## src/rtl/vector_mem_access.sv

```systemverilog
// Purpose: memory-stage sequencer that issues scalar loads/stores as 1 beat and vector ones as 4 consecutive 32-bit beats.
// Latency: a request accepted in cycle T issues beats from T+1 and reaches RESP one cycle after its last acked beat.
// Backpressure: each beat is held until mem_ack; o_stall freezes upstream from acceptance until the RESP cycle.
module vector_mem_access (
  input  logic         i_clk,
  input  logic         i_rst,
  input  logic         i_rmem,
  input  logic         i_wmem,
  input  logic         i_vf,
  input  logic [31:0]  i_addr,
  input  logic [127:0] i_wdata,
  input  logic [3:0]   i_dest,
  input  logic         i_flush,
  output logic         o_mem_req,
  output logic         o_mem_we,
  output logic [31:0]  o_mem_addr,
  output logic [31:0]  o_mem_wdata,
  input  logic         i_mem_ack,
  input  logic [31:0]  i_mem_rdata,
  output logic         o_stall,
  output logic         o_wb_valid,
  output logic         o_wb_vf,
  output logic [3:0]   o_wb_dest,
  output logic [127:0] o_wb_data
);

  typedef enum logic [1:0] {
    S_IDLE = 2'd0,
    S_BEAT = 2'd1,
    S_RESP = 2'd2
  } state_t;

  state_t         r_state;
  state_t         w_state_nxt;

  logic [1:0]     r_idx;
  logic [1:0]     r_last;
  logic [31:0]    r_base;
  logic [127:0]   r_wdata;
  logic           r_vf;
  logic [3:0]     r_dest;
  logic           r_op_st;
  logic           r_kill;
  logic [127:0]   r_buf;

  logic           r_wb_valid;
  logic           r_wb_vf;
  logic [3:0]     r_wb_dest;
  logic [127:0]   r_wb_data;

  logic           w_start;
  logic           w_beat_done;
  logic           w_last_done;
  logic [127:0]   w_buf_upd;
  logic [127:0]   w_wb_data;

  // A new instruction is only taken in IDLE, and a jump-taken flush kills it before any traffic.
  assign w_start     = (i_rmem | i_wmem) & ~i_flush;
  assign w_beat_done = (r_state == S_BEAT) & i_mem_ack;
  assign w_last_done = w_beat_done & (r_idx == r_last);

  // Load buffer with the lane of the current beat replaced by the returning read data.
  always_comb begin
    w_buf_upd = r_buf;
    w_buf_upd[{r_idx, 5'b00000} +: 32] = i_mem_rdata;
  end

  // Scalar loads only return lane 0; upper lanes are zero-filled.
  assign w_wb_data = r_vf ? w_buf_upd : {96'h0, w_buf_upd[31:0]};

  // Stall is the only combinational output; forced low while reset is asserted.
  assign o_stall = i_rst & (((r_state == S_IDLE) & w_start) | (r_state == S_BEAT));

  // State register.
  always_ff @(posedge i_clk or negedge i_rst) begin
    if (!i_rst) begin
      r_state <= S_IDLE;
    end else begin
      r_state <= w_state_nxt;
    end
  end

  // Next-state logic and memory-port decode from the registered beat context.
  always_comb begin
    w_state_nxt = r_state;
    o_mem_req   = 1'b0;
    o_mem_we    = 1'b0;
    o_mem_addr  = 32'h0;
    o_mem_wdata = 32'h0;
    case (r_state)
      S_IDLE: begin
        if (w_start) begin
          w_state_nxt = S_BEAT;
        end
      end
      S_BEAT: begin
        o_mem_req   = 1'b1;
        o_mem_we    = r_op_st;
        // Beat address wraps modulo 2^32 naturally through the 32-bit add.
        o_mem_addr  = r_base + {28'h0, r_idx, 2'b00};
        o_mem_wdata = r_wdata[{r_idx, 5'b00000} +: 32];
        if (w_last_done) begin
          w_state_nxt = S_RESP;
        end
      end
      S_RESP: begin
        w_state_nxt = S_IDLE;
      end
      default: begin
        w_state_nxt = S_IDLE;
      end
    endcase
  end

  // Capture the request on acceptance, then advance the beat index and fill the load buffer on each ack.
  always_ff @(posedge i_clk or negedge i_rst) begin
    if (!i_rst) begin
      r_idx   <= 2'd0;
      r_last  <= 2'd0;
      r_base  <= 32'h0;
      r_wdata <= 128'h0;
      r_vf    <= 1'b0;
      r_dest  <= 4'h0;
      r_op_st <= 1'b0;
      r_buf   <= 128'h0;
    end else begin
      case (r_state)
        S_IDLE: begin
          if (w_start) begin
            r_base  <= i_addr & 32'hFFFF_FFFC;
            r_wdata <= i_wdata;
            r_vf    <= i_vf;
            r_dest  <= i_dest;
            r_op_st <= i_wmem;
            r_idx   <= 2'd0;
            r_last  <= i_vf ? 2'd3 : 2'd0;
            r_buf   <= 128'h0;
          end
        end
        S_BEAT: begin
          if (i_mem_ack) begin
            if (!r_op_st) begin
              r_buf <= w_buf_upd;
            end
            if (r_idx != r_last) begin
              r_idx <= r_idx + 2'd1;
            end
          end
        end
        default: begin
        end
      endcase
    end
  end

  // Kill flag: a flush while the access is in flight lets the beats finish but drops the writeback.
  // A flush arriving in RESP has nothing left to suppress, since the flag clears as IDLE is entered.
  always_ff @(posedge i_clk or negedge i_rst) begin
    if (!i_rst) begin
      r_kill <= 1'b0;
    end else if (r_state == S_RESP) begin
      r_kill <= 1'b0;
    end else if ((r_state == S_BEAT) && i_flush) begin
      r_kill <= 1'b1;
    end
  end

  // Writeback registers load as the final load beat completes, so the one-cycle strobe lands in RESP;
  // a flush in that same final beat cycle still counts as a kill.
  always_ff @(posedge i_clk or negedge i_rst) begin
    if (!i_rst) begin
      r_wb_valid <= 1'b0;
      r_wb_vf    <= 1'b0;
      r_wb_dest  <= 4'h0;
      r_wb_data  <= 128'h0;
    end else begin
      r_wb_valid <= 1'b0;
      if (w_last_done && !r_op_st && !r_kill && !i_flush) begin
        r_wb_valid <= 1'b1;
        r_wb_vf    <= r_vf;
        r_wb_dest  <= r_dest;
        r_wb_data  <= w_wb_data;
      end
    end
  end

  assign o_wb_valid = r_wb_valid;
  assign o_wb_vf    = r_wb_vf;
  assign o_wb_dest  = r_wb_dest;
  assign o_wb_data  = r_wb_data;

endmodule
```

## config.mk

```make
export PLATFORM = sky130hd
export DESIGN_NAME = vector_mem_access
export DESIGN_NICKNAME = d
export VERILOG_FILES = /design/src/rtl/vector_mem_access.sv
export SDC_FILE = /design/constraint.sdc
export NUM_CORES = 1
export LEC_CHECK = 0
export BUFFER_PORTS_ARGS = -buffer_cell sky130_fd_sc_hd__buf_4
export CAP_MARGIN = 40
export CORE_ASPECT_RATIO = 0.8
export CORE_MARGIN = 2
export CORE_UTILIZATION = 40
export CTS_BUF_LIST = sky130_fd_sc_hd__clkbuf_4
export CTS_CLUSTER_DIAMETER = 150
export DETAILED_ROUTE_END_ITERATION = 12
export PLACE_DENSITY_LB_ADDON = 0.3
export SLEW_MARGIN = 25
export SYNTH_ARGS = -nofsm -noshare
export SYNTH_HDL_FRONTEND = slang
export SYNTH_SLANG_ARGS = --single-unit
```

## constraint.sdc

```tcl
create_clock -name i_clk -period 4.7 [get_ports i_clk]
set_input_delay 0.235 -clock i_clk [delete_from_list [all_inputs] [get_ports i_clk]]
set_output_delay 0.235 -clock i_clk [all_outputs]
set_load 0.02 [all_outputs]
```

==> flow_summary.json <==
{
  "outcome": "finished clean",
  "finClkSkew_ns": 0.0492,
  "power_switching_mw": 5.13,
  "setup_violations": 0,
  "port_buffers": 399,
  "routedWlPerCell_um": 19.6,
  "hp-class": "in -> reg",
  "leakagePower_nw": 12.5,
  "netlist_top_cells_count": "431 x dfrtp_1, 225 x mux2_2, 142 x nand2_1",
  "synth_area_sq_um": 19800,
  "antenna_found_initial": 4,
  "max_cap_viol_count": 0,
  "pwr-share-comb_pct": 40.2,
  "die_area_sq_um": 51400,
  "synthAdderAreaFrac_pct": 0.542,
  "start_util_pct": 40.8,
  "crit_path_start": "r_idx[1]",
  "die_y_um": 203,
  "ant_nets": 0,
  "insertion_delay_ns": 0.84,
  "rsz0062_at_grt": "false",
  "power_frac_seq_pct": 37.5,
  "setup_ws_ns": 0.550,
  "dpl_worst_slack_ns": 1.39,
  "worst_pin_slew_ns": 0.821,
  "p_int_mw": 8.78,
  "routed_wl_um": 58400,
  "met1_usage_pct": 30.2,
  "htree_levels": 3,
  "overflow": 0,
  "synth_area_per_cell_sq_um": 11.9,
  "path_class": "reg -> out",
  "min-delay-start": "i_wdata[19]",
  "drtPass1Iterations": 5,
  "post-cts-setup-buffer-count": 0,
  "p_per_area_nw_per_um2": 518,
  "drtIter0Drc": 970,
  "synth_top_family_by_area": "multiplexers",
  "ir_worst_vdd_uv": 378,
  "layout-drive-gt1-share_pct": 38.7,
  "worstPathMaxFanout": 39,
  "syn_inst": 1668,
  "muxShareOfSynthArea_pct": 19.4,
  "grt_busiest_layer": "met2",
  "synth-compound-area-share_pct": 10.8,
  "clockBufferDepth": 3,
  "numCtsBuffers": 110,
  "postCtsHoldBufs": 201,
  "vias": 15719,
  "cts_tree": "done",
  "critPathRequiredTime_ns": 4.47,
  "fin_crit_ns": 4.15,
  "max_freq_mhz": 241,
  "cts.clk_slew.worst_paths_ns": 0.07,
  "synthSimpleGateAreaFrac_pct": 11.0,
  "ioPinCount": 404,
  "synth_top_area_cell": "dfrtp_1",
  "synth-xor-area-share_pct": 0.530,
  "synth-edff-count": 0,
  "cp-end-kind": "output port",
  "swShare_pct": 36.9,
  "grt_use_met3_pct": 6.16,
  "synth_top_cell_area_share_pct": 54.4,
  "startpoint_type": "flip-flop",
  "synthTopCellsByArea": "dfrtp_1 54%, mux2_2 13%, o31ai_1 4.0%",
  "slew_headroom_pct": 45.2,
  "grt_max_degree": 119,
  "period_share_pct": 88.3,
  "via_per_inst": 5.27,
  "area_growth_pct": 35.4,
  "coreArea_sq_um": 48600,
  "report.final.slew_viol_count": 0,
  "seq_area_frac_synth_pct": 54.4,
  "final_nets": 2487,
  "synth_cell_types": 44,
  "synthFlopType": "dfrtp_1",
  "r2r-start": "r_state[1]",
  "yosys_warnings": 0,
  "num_rows": 72,
  "drc": 0,
  "gp_congestion": 0.802,
  "dp_hpwl_um": 36800,
  "hold_violations": 0,
  "die_x_um": 253,
  "cts-root-buf": "clkbuf_4",
  "grt_pass1_wl_um": 93300,
  "cts_sinks": 431,
  "power.share.clock_pct": 22.3,
  "grt_use_met2_pct": 37.0,
  "cp.arrival_ns": 3.92,
  "ys_ff_latch": 431,
  "grt_pass1_vias": 16880,
  "async_flop_share_pct": 100,
  "yosysMostFrequentCell": "dfrtp_1",
  "fin_setup_tns_ns": 0,
  "grt.total_usage_pct": 23.0,
  "cts_resized": 0
}
==> cells in the final DEF, fill, tap and decap left out, types with 2 or more instances in the layout <==
| cell type | instances |
|---|---|
| ha_2 | 3 |
| and3_1 | 3 |
| a21oi_1 | 115 |
| a22oi_1 | 32 |
| o31ai_1 | 106 |
| buf_4 | 413 |
| nor2_1 | 109 |
| buf_16 | 5 |
| mux2_2 | 225 |
| clkinv_2 | 5 |
| nand4_1 | 6 |
| nand2_1 | 142 |
| clkinv_1 | 21 |
| ha_1 | 4 |
| clkbuf_4 | 156 |
| mux2_4 | 40 |
| dfrtp_2 | 2 |
| mux4_2 | 32 |
| a22o_1 | 34 |
| clkinvlp_4 | 2 |
| nand3_1 | 8 |
| o21ai_0 | 40 |
| xnor2_1 | 6 |
| buf_12 | 10 |
| dlygate4sd3_1 | 200 |
| nor2b_1 | 99 |
| and2_1 | 38 |
| or4_1 | 10 |
| diode_2 | 3 |
| dfrtp_1 | 429 |
| conb_1 | 2 |
| inv_1 | 7 |
| nor3_1 | 3 |
| xor2_1 | 6 |
| and4_1 | 5 |
| or3_1 | 6 |
| nor4bb_4 | 2 |
==> registers in the layout (all words and copies together), names as in the netlist <==
name        cells
o_wb_valid      1
r_buf         128
r_dest          4
r_last          1
o_wb_vf         1
r_kill          1
r_wdata       128
r_base         30
r_idx           2
r_op_st         1
o_wb_data     128
r_state         2
o_wb_dest       4
==> per-stage QoR <==
step                hold WS, ns  instance area (sq um)  power [mW]  utilization (%)  cells
floorplan               -0.0606                  19800        8.72                -   1669
global placement          0.236                  23300        10.4             47.9   2584
detailed placement        0.237                  23500        10.7             48.3   2592
CTS                      0.0222                  26900        14.0             55.2   2978
global route             0.0694                  26900        14.8             55.2   2981
finish                    0.168                  26900        13.9             55.2   2981
==> metal layers <==
metal | part of all wire [%] | wire (um)
met3 | 6.5 | 3770
met4 | 2.2 | 1300
met5 | 0.019 | 11
met1 | 44 | 25500
met2 | 48 | 27800
==> final cells by class <==
| type | instances | area [sq um] |
|---|---|---|
| repair buffers | 629 | 5460 |
| inverters | 9 | 35.0 |
| clock inverters | 29 | 153 |
| flip-flops and latches | 431 | 10800 |
| well taps | 629 | 787 |
| fillers | 4021 | 21800 |
| multi-input cells | 1095 | 8470 |
| clock buffers | 156 | 1170 |
| diodes | 3 | 7.51 |
==> worst max-delay path: stages, from the launching register on <==
cell and delay, ns:
dfrtp_2 0.36, buf_4 0.50, fa_1 0.34, and4_1 0.36, nand4_1 0.49, or4_1 0.68
a21oi_1 0.18, buf_4 0.18
==> power groups by stage <==
stage          combinational (mW)  sequential (mW)  clock (mW)
4_1_cts                      5.61             5.17        3.22
6_report                     5.60             5.21        3.11
3_5_place_dp                 5.46             5.24           0
5_1_grt                      6.00             5.32        3.43
2_1_floorplan                3.66             5.06           0
3_3_place_gp                 5.26             5.17           0
==> cells by family after synthesis <==
logic type               Yosys count
AND/OR/NAND/NOR                  444
adder cells (fa/ha/maj)            8
flip-flops                       431
AO/OA/AOI/OAI                    332
buffers and inverters            143
XOR/XNOR                          12
other                              1
multiplexers                     297
==> final timing paths <==
check | endpoint | slack (ns) | cells after the start
min reg2reg | o_wb_data[49] | 0.48 | 2
max in group asynchronous | r_kill | 3.45 | 4
min | r_wdata[19] | 0.17 | 3
max reg2reg | r_buf[84] | 1.80 | 6
min in group asynchronous | r_buf[13] | 0.60 | 4
max | o_mem_addr[28] | 0.55 | 7
(Power assumes the default switching activity.)
